File: config.mk
export PLATFORM = sky130hd
export DESIGN_NAME = systolic_array_result_collector
export DESIGN_NICKNAME = d
export VERILOG_FILES = /design/src/rtl/systolic_array_pkg.sv /design/src/rtl/systolic_array_result_queue.sv /design/src/rtl/systolic_array_result_collector.sv
export SDC_FILE = /design/constraint.sdc
export NUM_CORES = 1
export LEC_CHECK = 0
export ABC_CLOCK_PERIOD_IN_PS = 3750
export BUFFER_PORTS_ARGS = -buffer_cell sky130_fd_sc_hd__buf_4
export CAP_MARGIN = 20
export CORE_UTILIZATION = 30
export CTS_BUF_LIST = sky130_fd_sc_hd__clkbuf_2 sky130_fd_sc_hd__clkbuf_4 sky130_fd_sc_hd__clkbuf_8
export DETAILED_ROUTE_END_ITERATION = 16
export PLACE_DENSITY = 0.45
export SYNTH_ARGS = -nofsm -noshare
export SYNTH_HDL_FRONTEND = slang
export SYNTH_HIERARCHICAL = 1
export SYNTH_SLANG_ARGS = --single-unit
File: constraint.sdc
create_clock -name clk -period 3.75 [get_ports clk]
set_input_delay 0.9375 -clock clk [delete_from_list [all_inputs] [get_ports clk]]
set_output_delay 0.9375 -clock clk [all_outputs]
set_load 0.02 [all_outputs]
File: src/rtl/systolic_array_pkg.sv
// Shared constants and helpers for the systolic array column chain and its drain stage.
package systolic_array_pkg;

    // Default width of the y words travelling down a column chain.
    localparam int c_data_width = 32'd32;

    // Per-PE pipeline depth: x is skewed by two registers per hop, y by one.
    localparam int c_pe_x_latency = 32'd2;
    localparam int c_pe_y_latency = 32'd1;

    // Chain length the collector is sized for by default.
    localparam int c_default_pe_count = 32'd2;

    // Cycles from an issue at the chain head to a valid y on the last PE's
    // output. The x skew accrues on every hop after the first PE, and every
    // PE adds its own y register. Never less than one cycle.
    function automatic int calc_chain_latency(input int pe_count);
        int lat;
        if (pe_count < 32'sd1) begin
            lat = 32'sd1;
        end else begin
            lat = ((pe_count - 32'sd1) * c_pe_x_latency) + (pe_count * c_pe_y_latency);
        end
        return lat;
    endfunction

endpackage

File: src/rtl/systolic_array_result_queue.sv
// Small result FIFO: push/pop/clear, full/empty flags, no bypass path.
module systolic_array_result_queue
    import systolic_array_pkg::*;
#(
    parameter int data_width   = c_data_width,
    parameter int p_fifo_depth = 32'd4
) (
    input  logic                  clk,
    input  logic                  rst_n,
    input  logic                  clear_i,
    input  logic                  push_i,
    input  logic [data_width-1:0] push_data_i,
    input  logic                  pop_i,
    output logic                  full_o,
    output logic                  empty_o,
    output logic [data_width-1:0] head_o
);

    localparam int aw = $clog2(p_fifo_depth);
    localparam int pw = aw + 32'd1;

    // Pointers carry one wrap bit so full and empty are distinguishable.
    logic [pw-1:0]         wr_ptr_q, wr_ptr_d;
    logic [pw-1:0]         rd_ptr_q, rd_ptr_d;
    logic [data_width-1:0] mem_q [p_fifo_depth];
    logic [data_width-1:0] mem_d [p_fifo_depth];
    logic                  do_push_s;
    logic                  do_pop_s;

    // Status flags and head word, all decoded from registered state.
    always_comb begin
        empty_o = (wr_ptr_q == rd_ptr_q);
        full_o  = (wr_ptr_q[aw] != rd_ptr_q[aw]) &&
                  (wr_ptr_q[aw-1:0] == rd_ptr_q[aw-1:0]);
        head_o  = mem_q[rd_ptr_q[aw-1:0]];
    end

    // Next pointer/storage state; clear outranks push and pop.
    always_comb begin
        wr_ptr_d  = wr_ptr_q;
        rd_ptr_d  = rd_ptr_q;
        mem_d     = mem_q;
        // A push at full is only safe when the head leaves in the same cycle.
        do_push_s = push_i && (!full_o || pop_i);
        do_pop_s  = pop_i && !empty_o;
        if (clear_i) begin
            wr_ptr_d = '0;
            rd_ptr_d = '0;
        end else begin
            if (do_push_s) begin
                mem_d[wr_ptr_q[aw-1:0]] = push_data_i;
                wr_ptr_d                = wr_ptr_q + pw'(1);
            end else begin
                wr_ptr_d = wr_ptr_q;
            end
            if (do_pop_s) begin
                rd_ptr_d = rd_ptr_q + pw'(1);
            end else begin
                rd_ptr_d = rd_ptr_q;
            end
        end
    end

    // State registers with asynchronous active-low reset.
    always_ff @(posedge clk or negedge rst_n) begin
        if (!rst_n) begin
            wr_ptr_q <= '0;
            rd_ptr_q <= '0;
            for (int i = 0; i < p_fifo_depth; i++) begin
                mem_q[i] <= '0;
            end
        end else begin
            wr_ptr_q <= wr_ptr_d;
            rd_ptr_q <= rd_ptr_d;
            mem_q    <= mem_d;
        end
    end

endmodule

File: src/rtl/systolic_array_result_collector.sv
// Drain stage after the last PE of a column chain: tracks valid tail cycles
// with a token delay line, queues the results, and limits issue by credit.
module systolic_array_result_collector
    import systolic_array_pkg::*;
#(
    parameter int data_width    = c_data_width,
    parameter int p_latency     = calc_chain_latency(c_default_pe_count),
    parameter int p_fifo_depth  = 32'd4,
    parameter int p_count_nbits = 32'd16
) (
    input  logic                     clk,
    input  logic                     reset,
    input  logic                     in_val,
    output logic                     in_rdy,
    input  logic [data_width-1:0]    y_tail,
    input  logic                     clear,
    output logic                     out_val,
    input  logic                     out_rdy,
    output logic [data_width-1:0]    out_msg,
    output logic [p_count_nbits-1:0] result_count
);

    localparam int ow = $clog2(p_fifo_depth + 32'd1);

    logic [p_latency-1:0]     vsr_q, vsr_d;
    logic [ow-1:0]            outstanding_q, outstanding_d;
    logic [p_count_nbits-1:0] result_count_q, result_count_d;
    logic                     fire_s;
    logic                     pop_s;
    logic                     capture_s;
    logic                     push_s;
    logic                     q_empty_s;
    logic                     q_full_s;
    logic [data_width-1:0]    q_head_s;

    // Handshake decode; in_rdy depends only on the credit register.
    always_comb begin
        in_rdy    = (outstanding_q < ow'(p_fifo_depth));
        out_val   = !q_empty_s;
        out_msg   = q_head_s;
        fire_s    = in_val && in_rdy;
        pop_s     = out_val && out_rdy;
        capture_s = vsr_q[p_latency-1];
        // Credit makes a capture into a full, non-draining queue impossible;
        // the gate keeps the queue intact even if that invariant broke.
        push_s    = capture_s && (!q_full_s || pop_s);
    end

    // Next state for the token line, credit counter and pop counter.
    always_comb begin
        vsr_d          = vsr_q;
        outstanding_d  = outstanding_q;
        result_count_d = result_count_q;
        if (clear) begin
            vsr_d          = '0;
            outstanding_d  = '0;
            result_count_d = '0;
        end else begin
            vsr_d[0] = fire_s;
            for (int i = 1; i < p_latency; i++) begin
                vsr_d[i] = vsr_q[i-1];
            end
            case ({fire_s, pop_s})
                2'b10:   outstanding_d = outstanding_q + ow'(1);
                2'b01:   outstanding_d = outstanding_q - ow'(1);
                default: outstanding_d = outstanding_q;
            endcase
            if (pop_s) begin
                result_count_d = result_count_q + p_count_nbits'(1);
            end else begin
                result_count_d = result_count_q;
            end
        end
    end

    // State registers with asynchronous active-low reset.
    always_ff @(posedge clk or negedge reset) begin
        if (!reset) begin
            vsr_q          <= '0;
            outstanding_q  <= '0;
            result_count_q <= '0;
        end else begin
            vsr_q          <= vsr_d;
            outstanding_q  <= outstanding_d;
            result_count_q <= result_count_d;
        end
    end

    assign result_count = result_count_q;

    systolic_array_result_queue #(
        .data_width   (data_width),
        .p_fifo_depth (p_fifo_depth)
    ) u_queue (
        .clk         (clk),
        .rst_n       (reset),
        .clear_i     (clear),
        .push_i      (push_s),
        .push_data_i (y_tail),
        .pop_i       (pop_s),
        .full_o      (q_full_s),
        .empty_o     (q_empty_s),
        .head_o      (q_head_s)
    );

endmodule
==> run_summary.xml <==
<?xml version="1.0" encoding="UTF-8"?>
<metrics>
  <group name="power_and_ir_drop">
    <metric name="power.ir.vdd_worst" unit="uV">212</metric>
    <metric name="p_leak" unit="nW">4.57</metric>
    <metric name="post-layout-total-power" unit="mW">3.88</metric>
    <metric name="power_density" unit="mW/mm^2">423</metric>
  </group>
  <group name="sta">
    <metric name="finalWorstSetupSlack" unit="ps">506</metric>
    <metric name="min_period" unit="ps">3240</metric>
    <metric name="slew_viol_final" unit="">0</metric>
    <metric name="worstMarginPinSlew" unit="ps">797</metric>
    <metric name="maxClockFrequency" unit="MHz">308</metric>
    <metric name="final-setup-viol-count" unit="">0</metric>
    <metric name="final_min_period_over_clock_period" unit="%">86.5</metric>
    <metric name="setup_tns" unit="ps">0</metric>
    <metric name="hold-worst-slack" unit="ps">443</metric>
    <metric name="clock_skew" unit="ps">15.5</metric>
    <metric name="setup_repair_after_global_routing_missed_its_margin" unit="">false</metric>
    <metric name="slew-limit-headroom" unit="%">46.9</metric>
    <metric name="finalHoldViolations" unit="">0</metric>
  </group>
  <group name="yosys">
    <metric name="syn-instance-count" unit="">477</metric>
    <metric name="synthesis.nets" unit="">521</metric>
    <metric name="asyncSetResetFlopFracSynth" unit="%">100</metric>
    <metric name="yosys_warnings" unit="">6</metric>
    <metric name="yosys_most_used_dff" unit="">sky130_fd_sc_hd__dfrtp_1</metric>
    <metric name="synth.most_common_cell" unit="">sky130_fd_sc_hd__dfrtp_1</metric>
    <metric name="synth_edf_count" unit="">0</metric>
    <metric name="synth.top_cells.by_count" unit="">sky130_fd_sc_hd__dfrtp_1, sky130_fd_sc_hd__mux2_4, sky130_fd_sc_hd__mux4_2</metric>
    <metric name="synth_seq_area_share" unit="%">50.5</metric>
    <metric name="synthesized_flop_and_latch_total" unit="">157</metric>
    <metric name="postSynthAreaPerCell" unit="sq um">16.3</metric>
    <metric name="netlist.top_cell.by_area" unit="">sky130_fd_sc_hd__dfrtp_1</metric>
    <metric name="synthDistinctLibCells" unit="">50</metric>
    <metric name="mappedNetlistArea" unit="sq mm">0.00778</metric>
    <metric name="netlist.area_leader.share" unit="%">50.5</metric>
    <metric name="ys_top_cells_by_area" unit="">sky130_fd_sc_hd__dfrtp_1, sky130_fd_sc_hd__mux2_4, sky130_fd_sc_hd__mux4_2, sky130_fd_sc_hd__buf_6, sky130_fd_sc_hd__mux2_2</metric>
  </group>
  <group name="placed_design">
    <metric name="detailed_placement_wirelength_estimate" unit="um">10300</metric>
    <metric name="port-buffer-count" unit="">86</metric>
    <metric name="gpl.final_weighted_congestion" unit="">0.757</metric>
    <metric name="pre_cts_ws" unit="ps">501</metric>
  </group>
  <group name="global_route">
    <metric name="grt_pass1_wl" unit="um">27300</metric>
    <metric name="first_global_vias" unit="">4836</metric>
    <metric name="globalRouteOverflowTotal" unit="">0</metric>
    <metric name="antenna_violations_before_repair" unit="">0</metric>
    <metric name="grt_start_max_net_pins" unit="">74</metric>
    <metric name="global_route.usage.total" unit="%">13.6</metric>
  </group>
  <group name="clocking">
    <metric name="cts_buffer_depth" unit="">2</metric>
    <metric name="cts_post_setup_buffers_inserted" unit="">0</metric>
    <metric name="register_clock_pin_slew_on_the_reported_worst_setup_and_hold_paths" unit="ps">90</metric>
    <metric name="clock_sinks" unit="">157</metric>
    <metric name="clock_tree.htree_level_count" unit="">4</metric>
    <metric name="clk-insertion-delay-late" unit="ps">450</metric>
    <metric name="cts-root-buf" unit="">sky130_fd_sc_hd__clkbuf_8</metric>
    <metric name="cts_tree" unit="">done</metric>
    <metric name="cts_made_buffers" unit="">17</metric>
    <metric name="cts_resized" unit="">0</metric>
    <metric name="holdBufCountCts" unit="">0</metric>
  </group>
  <group name="floorplanning">
    <metric name="initial_core_util" unit="%">30.7</metric>
    <metric name="fp.coreArea" unit="sq mm">0.0253</metric>
    <metric name="dieWidth" unit="um">163</metric>
    <metric name="io_pins" unit="">87</metric>
    <metric name="die_h" unit="um">163</metric>
    <metric name="area_of_the_die" unit="sq mm">0.0266</metric>
    <metric name="total_number_of_placement_rows" unit="">58</metric>
  </group>
  <group name="worst_setup_path">
    <metric name="r2r.worst_path.cells" unit="">8</metric>
    <metric name="end_kind" unit="">register</metric>
    <metric name="worst_setup_path_start_kind" unit="">register</metric>
    <metric name="reg2reg_from" unit="">u_queue/rd_ptr_q[2]</metric>
    <metric name="critical_path_peak_fanout" unit="">20</metric>
    <metric name="worstSetupPathType" unit="">register to register</metric>
    <metric name="cp-startpoint" unit="">u_queue/rd_ptr_q[2]</metric>
    <metric name="crit_required" unit="ps">4090</metric>
    <metric name="ff_to_ff_setup_slack" unit="ps">510</metric>
    <metric name="crit_end" unit="">u_queue/mem_q[63]</metric>
    <metric name="arrival" unit="ps">3590</metric>
    <metric name="worst_r2r_endpoint" unit="">u_queue/mem_q[63]</metric>
  </group>
  <group name="layout">
    <metric name="antennaDiodeCount" unit="">0</metric>
    <metric name="fin_nets" unit="">613</metric>
    <metric name="flow.area_growth_from_synthesis" unit="%">17.9</metric>
    <metric name="share_of_the_core_filled_with_cells" unit="%">36.2</metric>
    <metric name="post_route_cells_drive_above_1_share" unit="%">53.6</metric>
    <metric name="nFillCells" unit="">2388</metric>
  </group>
  <group name="detailed_routing">
    <metric name="vias_per_cell" unit="">4.70</metric>
    <metric name="remaining_drc_errors" unit="">0</metric>
    <metric name="drt_iter0_markers" unit="">204</metric>
    <metric name="drt_wl_total" unit="um">16700</metric>
    <metric name="drtPass1Iterations" unit="">4</metric>
    <metric name="ant_nets" unit="">0</metric>
    <metric name="wire_per_inst" unit="um">18.3</metric>
    <metric name="routed-via-count" unit="">4290</metric>
  </group>
  <group name="min_path">
    <metric name="hold_class" unit="">input port to asynchronous set/reset pin</metric>
  </group>
  <group name="run">
    <metric name="cap_violations" unit="">0</metric>
  </group>
  <group name="run_status">
    <metric name="status" unit="">complete, no violations</metric>
  </group>
</metrics>
-- area by class of cell --
type,instances,area [sq um],share of cell area (%)
inverters,7,26.3,0.286
repair buffers,98,777,8.47
well taps,330,413,4.50
flip-flops and latches,157,3930,42.8
clock inverters,11,133,1.45
clock buffers,21,277,3.01
multi-input cells,288,3620,39.5
-- where the power goes --
group          internal [mW]  leakage [nW]  switching [mW]  total [mW]
clock                  0.652         0.210           0.666        1.32
sequential              1.79          2.16          0.0628        1.86
combinational          0.376          2.21           0.331       0.707
total                   2.82          4.57            1.06        3.88
-- through the flow --
stage	std cells	cell area, sq um
final	912	9180
after global routing	912	9180
after CTS	912	9180
after detailed placement	880	8770
after global placement	880	8770
after floorplan	477	7780
-- state kept, by name, indices dropped and copies added (netlist names) --
register          cells
outstanding_q         3
result_count         16
u_queue/mem_q       128
u_queue/rd_ptr_q      3
u_queue/wr_ptr_q      3
vsr_q                 4
-- per-layer routing --
layer / routed length [um] / share of wire [%] / global-route usage [%]
met2: 7970 / 48 / 21.6
met1: 7730 / 46 / 17.7
met5: 0 / 0 / 0
met3: 758 / 4.5 / 4.01
met4: 274 / 1.6 / 4.21
-- how the worst min path moves through the flow --
| stage | startpoint | to | slack [ps] |
|---|---|---|---|
| floorplan | vsr_q[0] | vsr_q[1] | 440 |
| global placement | vsr_q[0] | vsr_q[1] | 450 |
| detailed placement | vsr_q[0] | vsr_q[1] | 460 |
| CTS | reset | u_queue/mem_q[117] | 430 |
| global route | reset | u_queue/mem_q[85] | 450 |
| finish | reset | u_queue/mem_q[117] | 440 |
-- placed cells by master, fill, tap and decap left out, types with 2 or more instances in the layout --
cell,Yosys,routed
sky130_fd_sc_hd__clkinv_4,0,3
sky130_fd_sc_hd__xor2_1,3,3
sky130_fd_sc_hd__dfrtp_2,0,2
sky130_fd_sc_hd__o21ai_0,4,4
sky130_fd_sc_hd__buf_12,0,3
sky130_fd_sc_hd__nor4_1,2,2
sky130_fd_sc_hd__clkbuf_8,1,19
sky130_fd_sc_hd__dfrtp_1,157,155
sky130_fd_sc_hd__o41ai_4,4,4
sky130_fd_sc_hd__mux4_2,32,32
sky130_fd_sc_hd__or3_2,2,2
sky130_fd_sc_hd__mux2i_1,3,3
sky130_fd_sc_hd__o41ai_1,2,2
sky130_fd_sc_hd__mux2_4,120,120
sky130_fd_sc_hd__ha_1,6,6
sky130_fd_sc_hd__inv_6,0,2
sky130_fd_sc_hd__xnor2_1,10,10
sky130_fd_sc_hd__mux2_2,12,12
sky130_fd_sc_hd__bufinv_16,0,2
sky130_fd_sc_hd__nor3_1,4,4
sky130_fd_sc_hd__nand2b_1,6,6
sky130_fd_sc_hd__clkbuf_4,0,2
sky130_fd_sc_hd__buf_4,0,94
sky130_fd_sc_hd__a21oi_1,8,8
sky130_fd_sc_hd__nor2b_1,8,8
sky130_fd_sc_hd__nand4_1,3,3
sky130_fd_sc_hd__and3b_1,4,4
sky130_fd_sc_hd__nand2_1,9,9
sky130_fd_sc_hd__nand3_1,3,3
sky130_fd_sc_hd__nor2_1,21,21
sky130_fd_sc_hd__clkinv_2,0,2
sky130_fd_sc_hd__inv_1,6,6
sky130_fd_sc_hd__xor2_2,2,2
-- worst max-delay path, stage by stage, from the launching register on --
cell,delay (ps)
sky130_fd_sc_hd__dfrtp_1,440
sky130_fd_sc_hd__xnor2_2,600
sky130_fd_sc_hd__nand3_1,200
sky130_fd_sc_hd__inv_1,140
sky130_fd_sc_hd__nand2b_1,150
sky130_fd_sc_hd__clkinv_1,300
sky130_fd_sc_hd__o41ai_4,460
sky130_fd_sc_hd__buf_4,460
sky130_fd_sc_hd__mux2_2,380
-- cells by family (layout without fill, tap and decap cells) --
logic type | Yosys count | count (layout) | synth area share (%)
muxes | 167 | 167 | 34.5
DFF | 157 | 157 | 50.5
and+or+nand+nor | 72 | 72 | 5.35
buffers and inverters | 32 | 137 | 2.99
AOI/OAI and AO/OA | 26 | 26 | 3.33
xor gates and xnor gates | 16 | 16 | 2.09
adders and majority gates | 7 | 7 | 1.22
Power figures use the tool's default switching activity.
